[config.mk]
export PLATFORM = sky130hd
export DESIGN_NAME = genpad_port_emulator
export DESIGN_NICKNAME = d
export VERILOG_FILES = /design/src/rtl/genpad_port_emulator.sv
export SDC_FILE = /design/constraint.sdc
export NUM_CORES = 1
export LEC_CHECK = 0
export BUFFER_PORTS_ARGS = -buffer_cell sky130_fd_sc_hd__buf_2
export CAP_MARGIN = 5
export CORE_ASPECT_RATIO = 0.5
export CORE_MARGIN = 3
export CORE_UTILIZATION = 59
export CTS_BUF_LIST = sky130_fd_sc_hd__clkbuf_4 sky130_fd_sc_hd__clkbuf_8 sky130_fd_sc_hd__clkbuf_16
export DETAILED_ROUTE_END_ITERATION = 10
export PLACE_DENSITY = 0.82
export SLEW_MARGIN = 20
export SYNTH_ARGS = -nofsm -noshare
export SYNTH_HDL_FRONTEND = slang
export SYNTH_SLANG_ARGS = --single-unit
[constraint.sdc]
create_clock -name iCLK -period 6.5 [get_ports iCLK]
set_clock_uncertainty 0.15 [all_clocks]
set_input_delay 0.975 -clock iCLK [delete_from_list [all_inputs] [get_ports iCLK]]
set_output_delay 0.975 -clock iCLK [all_outputs]
set_load 0.03 [all_outputs]
[src/rtl/genpad_port_emulator.sv]
// Emulated Mega Drive controller port: answers the core's TH select with the
// six active-low port lines for SMS, 3-button and 6-button pads.
module genpad_port_emulator #(
  parameter int unsigned TIMEOUT_CYCLES = 75000
) (
  input  logic        iCLK,
  input  logic        iRST_N,
  input  logic [1:0]  iPAD_TYPE,
  input  logic [11:0] iBUTTONS,
  input  logic        iTH,
  output logic [5:0]  oPORT,
  output logic [2:0]  oPHASE
);

  localparam int unsigned TIMER_W = $clog2(TIMEOUT_CYCLES + 1);
  localparam logic [TIMER_W-1:0] TIMER_MAX = TIMER_W'(TIMEOUT_CYCLES);

  localparam logic [1:0] PAD_SMS  = 2'b00;
  localparam logic [1:0] PAD_3BTN = 2'b01;
  localparam logic [1:0] PAD_6BTN = 2'b10;
  localparam logic [1:0] PAD_NONE = 2'b11;

  localparam int unsigned BTN_R = 0;
  localparam int unsigned BTN_L = 1;
  localparam int unsigned BTN_D = 2;
  localparam int unsigned BTN_U = 3;
  localparam int unsigned BTN_A = 4;
  localparam int unsigned BTN_B = 5;
  localparam int unsigned BTN_C = 6;
  localparam int unsigned BTN_S = 7;
  localparam int unsigned BTN_M = 8;
  localparam int unsigned BTN_X = 9;
  localparam int unsigned BTN_Y = 10;
  localparam int unsigned BTN_Z = 11;

  logic               th_q,    th_d;
  logic [1:0]         type_q,  type_d;
  logic [TIMER_W-1:0] timer_q, timer_d;
  logic [2:0]         phase_q, phase_d;
  logic [5:0]         port_q,  port_d;

  logic       th_edge;
  logic       type_chg;
  logic       timeout;
  logic [2:0] phase_base;
  logic [5:0] hi_grp;
  logic [5:0] lo_grp;
  logic [5:0] six_grp;

  // TH edge detect, inactivity timer and 6-button phase counter
  always_comb begin
    th_edge    = iTH ^ th_q;
    type_chg   = (iPAD_TYPE != type_q);
    timeout    = (timer_q == TIMER_MAX);
    th_d       = iTH;
    type_d     = iPAD_TYPE;
    timer_d    = timer_q;
    phase_d    = phase_q;
    phase_base = timeout ? 3'd0 : phase_q;

    if (type_chg || th_edge) begin
      timer_d = '0;
    end else if (!timeout) begin
      timer_d = timer_q + TIMER_W'(1);
    end

    // timeout clears the phase first, so a coincident edge lands on phase 1
    if ((iPAD_TYPE != PAD_6BTN) || type_chg) begin
      phase_d = 3'd0;
    end else if (th_edge) begin
      phase_d = phase_base + 3'd1;
    end else begin
      phase_d = phase_base;
    end
  end

  // Port line groups; a 0 on a line means pressed / pulled low
  always_comb begin
    hi_grp  = ~{iBUTTONS[BTN_C], iBUTTONS[BTN_B], iBUTTONS[BTN_U],
                iBUTTONS[BTN_D], iBUTTONS[BTN_L], iBUTTONS[BTN_R]};
    lo_grp  = {~iBUTTONS[BTN_S], ~iBUTTONS[BTN_A], ~iBUTTONS[BTN_U],
               ~iBUTTONS[BTN_D], 2'b00};
    six_grp = {2'b11, ~iBUTTONS[BTN_Z], ~iBUTTONS[BTN_Y],
               ~iBUTTONS[BTN_X], ~iBUTTONS[BTN_M]};
  end

  // Output mux, driven by the next phase so the answer tracks TH with one clock latency
  always_comb begin
    port_d = 6'b111111;
    case (iPAD_TYPE)
      PAD_SMS: begin
        port_d = hi_grp;
      end
      PAD_3BTN: begin
        port_d = iTH ? hi_grp : lo_grp;
      end
      PAD_6BTN: begin
        if (iTH) begin
          port_d = (phase_d == 3'd6) ? six_grp : hi_grp;
        end else begin
          case (phase_d)
            3'd5:    port_d = {lo_grp[5:4], 4'b0000};
            3'd7:    port_d = {lo_grp[5:4], 4'b1111};
            default: port_d = lo_grp;
          endcase
        end
      end
      PAD_NONE: begin
        port_d = 6'b111111;
      end
      default: begin
        port_d = 6'b111111;
      end
    endcase
  end

  always_ff @(posedge iCLK) begin
    if (!iRST_N) begin
      th_q    <= 1'b1;
      type_q  <= PAD_NONE;
      timer_q <= '0;
      phase_q <= 3'd0;
      port_q  <= 6'b111111;
    end else begin
      th_q    <= th_d;
      type_q  <= type_d;
      timer_q <= timer_d;
      phase_q <= phase_d;
      port_q  <= port_d;
    end
  end

  assign oPORT  = port_q;
  assign oPHASE = phase_q;

endmodule

Word-level counts from Yosys, hierarchy flattened:

Index checks and enable logic that the tools add are counted.

* flip-flop bits (word level): 29
* output and inout port bits: 9

* reduce and logical (&&, ||, !) cells: 4
* $add $sub $neg: 2
* bitwise gates (word level): 11
* muxes and demuxes: 8
* equal/unequal tests: 9

Operators with widths (number)
* one-hot mux 6 bit (4 select lines): 1
* 2-to-1 mux 6 bit: 3
* adder 17 x 1 -> 17 bit, second input constant: 1
* == test 17 bit, second input constant: 1
* == test 3 bit, second input constant: 3
* 2-to-1 mux 3 bit: 3
* NOT 1 bit: 9
* one-hot mux 4 bit (2 select lines): 1
* NOT 6 bit: 1
* == test 2 bit, second input constant: 2
* adder 3 x 1 -> 3 bit, second input constant: 1
* == test 2 x 1 -> 1 bit, second input constant: 1
* logical NOT 2 bit: 1
* logical OR 1 bit: 2
* inequality test 2 bit: 1
* inequality test 2 bit, second input constant: 1
* OR reduction 2 bit: 1
* XOR 1 bit: 1

Depth between registers and ports, before layout:

* depth in word-level cells: 9
* mapped depth: 12
* depth with buffers taken out: 12

Least setup slack after synthesis:

OpenSTA, ideal clock, no wires.

* path kind: register to register
* from: reg timer_q[12]
* to: reg port_q[2] (netlist: oPORT[2])
* setup time: 79 ps
* data required time: 6271 ps
* stages on the path, launching flop included: 10
* period minus slack after synthesis: 3243 ps
* data arrival time: 3015 ps
* setup slack: 3257 ps
* buffers on the path: 0
* path through: dfxtp_1 -> or4b_4 -> nor4_4 -> and2b_2 -> ha_1 -> or4b_2 -> mux2i_1 -> o211ai_2 -> a31o_2 -> o211ai_1

* longest elaborated chain between the ends: 9
* elaborated cells between the ends (all ways): 12
* those cells by class: add/sub: 1; eq/ne: 4; mux: 7

Ends and longest elaborated chain
* from (decl): line 38 `logic [TIMER_W-1:0] timer_q, timer_d;`
* from (signal assigned): line 127 `timer_q <= timer_d;`
* == test 17 bit *: line 54 `timeout = (timer_q == TIMER_MAX);`
* 2-to-1 mux 3 bit *: line 59 `phase_base = timeout ? 3'd0 : phase_q;`
* adder 3 x 1 -> 3 bit: line 71 `phase_d = phase_base + 3'd1;`
* 2-to-1 mux 3 bit *: line 70 `end else if (th_edge) begin`
* 2-to-1 mux 3 bit *: line 68 `if ((iPAD_TYPE != PAD_6BTN) || type_chg) begin`
* == test 3 bit, on equally long branches: line 101, 99
* one-hot mux 4 bit (2 select lines) / 2-to-1 mux 6 bit (equally long branches): line 101, 99
* 2-to-1 mux 6 bit *: line 98 `if (iTH) begin`
* one-hot mux 6 bit (4 select lines) *: line 90 `case (iPAD_TYPE)`
* to (signal assigned): line 129 `port_q <= port_d;`
* to (decl): line 40 `logic [5:0] port_q, port_d;`

Every way passes the cells marked *; elsewhere a longest branch is shown, timed or not.
A chain may end at the register's enable or synchronous reset.

Worst setup path in the final report:

Same ends and word-level chain as after synthesis.

==> reports/qor.csv <==
metric;value;unit
status;finished, final reports clean;
grt_pass1_wl;5490;µm
nNetsFinal;229;
place.gp.congestion;0.802;
setup_slack;3010;ps
synth_xor_area_share;11.2;%
setup_tns;0;ps
path_buf_inv;0;
crit_chain;or4b_4, nor4_4, and2b_2, ha_1, or4b_2, mux2i_1, o211ai_2, a31o_2, o211ai_1;
remaining_drc_errors;0;
cts_buffers;5;
synth_edf_count;0;
met3_usage;7.73;%
grt_setup_unrepaired;false;
crit_fanout;8;
yosysMostFrequentCell;dfxtp_1;
critical_path.slowest_cell;or4b_2;
grt_usage;20.9;%
netlist_instances;183;
std_cell_rows;12;
grtUsageMet1;26.1;%
tightestPinTransition;763;ps
drt_pre_antenna_iters;4;
io_buffers;25;
ys_seq_area_share;37.3;%
drt_iter0_drc;63;
vdd_drop_max;118;µV
slew_headroom;49.0;%
setup_viol;0;
cap_viol_max_count;0;
syn-cell-area;1560;µm²
fmax;286;MHz
grt_pass1_vias;1270;
worstSetupEndpointType;register;
die_y;42.3;µm
dieArea;3330;µm²
grt_start_max_net_pins;18;
hold_slack;376;ps
ctsLongestPathBuffers;2;
cts_hold_buf;0;
start_util;66.1;%
clk_pin_slew;60;ps
synthAdderAreaFrac;2.41;%
wl_per_cell;12.9;µm
dp.cells;237;
synthMuxAreaShare;0.643;%
final_layout_size_suffix_gt1_share;22.5;%
ctsResizeCount;0;
arrival;3540;ps
synth_compound_area_share;14.0;%
antenna_found_initial;0;
multiInputGateArea;920;µm²
grtUsageMet2;33.6;%
syn_avg_cell_area;8.51;µm²
synth_nets;203;
ff_latch_area;581;µm²
ys.flop_type;dfxtp_1;
synth_top_area_cell;dfxtp_1;
start_kind;register;
worstHoldPathType;register to register;
fp.dieW;78.7;µm
synthArstFlopShare;0;%
cp_slowest_stage_delay;640;ps
htreeDepth;2;
netlist.area_leader.share;37.3;%
io_pins;26;
nFillCells;170;
yosys.area_share.simple;30.8;%
yosysWarnings;0;
insertion_delay;270;ps
via_per_inst;5.64;
finalCritPeriodShare;53.8;%
coreArea;2360;µm²
postCtsSetupBuffers;0;
fin_crit;3490;ps
p_leak;0.664;nW
ys_types;43;
required;6550;ps
clock_sinks;29;
cp_top_family;simple AND/OR/NAND/NOR gates;
synth_seq_cells;29;
powerDensity;207;nW/µm²
total_power;0.370;mW
n_antenna_cell;0;
critPathKind;register to register;
grt_overflow;0;
syn2layout_area_growth;14.9;%
drt_wl_total;3140;µm
maxSlewViolCount;0;
hold_viol_final;0;
top_usage_layer;met2;
place_ws;3040;ps
instances_no_fill;244;
ant_nets;0;
hpwl;2160;µm
synth_top_family_by_area;simple AND/OR/NAND/NOR gates;
cts_root_buf;clkbuf_8;
synthTopCellsByCount;dfxtp_1, nor2_1, nand3_1;
vias;1376;
cts_tree;yes;
ys_top_cells_by_area;dfxtp_1, xor2_1, nor2_1;
logic make-up after synthesis:
logic type / after synthesis
flops: 29
simple gates: 82
buf+inv: 14
xor+xnor: 20
mux: 1
compound gates: 34
fa+ha+maj: 3
through the flow:
| step | utilization, % | cell area [µm²] |
|---|---|---|
| 2_1_floorplan | - | 1560 |
| 3_3_place_gp | 72.1 | 1700 |
| 3_5_place_dp | 72.1 | 1700 |
| 4_1_cts | 75.9 | 1790 |
| 5_1_grt | 75.9 | 1790 |
| 6_report | 75.9 | 1790 |
area by class of cell:
class | count | share of cell area, %
multi-input cells | 140 | 51.4
flip-flops and latches | 29 | 32.4
repair buffers | 25 | 6.99
clock buffers | 7 | 5.03
well taps | 35 | 2.45
inverters | 8 | 1.68
worst paths after layout:
check	depth (start not counted)	end	startpoint	slack [ps]
worst max-delay path	9	oPORT[2]	timer_q[12]	3010
worst min-delay path	2	timer_q[5]	timer_q[5]	380
worst max register to register	9	oPORT[2]	timer_q[12]	3010
worst min register to register	2	timer_q[5]	timer_q[5]	380
layout by cell type, fill, tap and decap left out, types with 4 or more instances in the layout:
master and n:
o21ai_0 11, a21oi_1 6, nand3_1 13, nand2_1 11, nand4_1 4, clkbuf_8 6
nand2b_1 4, inv_1 8, o211ai_1 6, buf_2 25, nor2_1 21, dfxtp_1 29
xnor2_1 9, xor2_1 11
state kept, by name (all words and copies together), names as in the netlist:
name and count:
timer_q 17, oPHASE 3, th_q 1, type_q 2, oPORT 6
metal layers:
layer / wire length [µm] / vias to the layer above
li1: - / 700
met1: 1540 / 649
met2: 1430 / 20
met3: 129 / 7
met4: 42 / 0
met5: 0 / -
worst register-to-register path, cell delays in order (launching register included):
cell and delay, ps:
dfxtp_1 330, or4b_4 560, nor4_4 490, and2b_2 290
ha_1 240, or4b_2 640, mux2i_1 220, o211ai_2 130
a31o_2 270, o211ai_1 90
report_power, final:
part           total (mW)  switching [mW]  internal, mW
clock network       0.152          0.0640        0.0879
logic              0.0345          0.0207        0.0138
registers           0.184         0.00190         0.182
(Power assumes the default switching activity.)
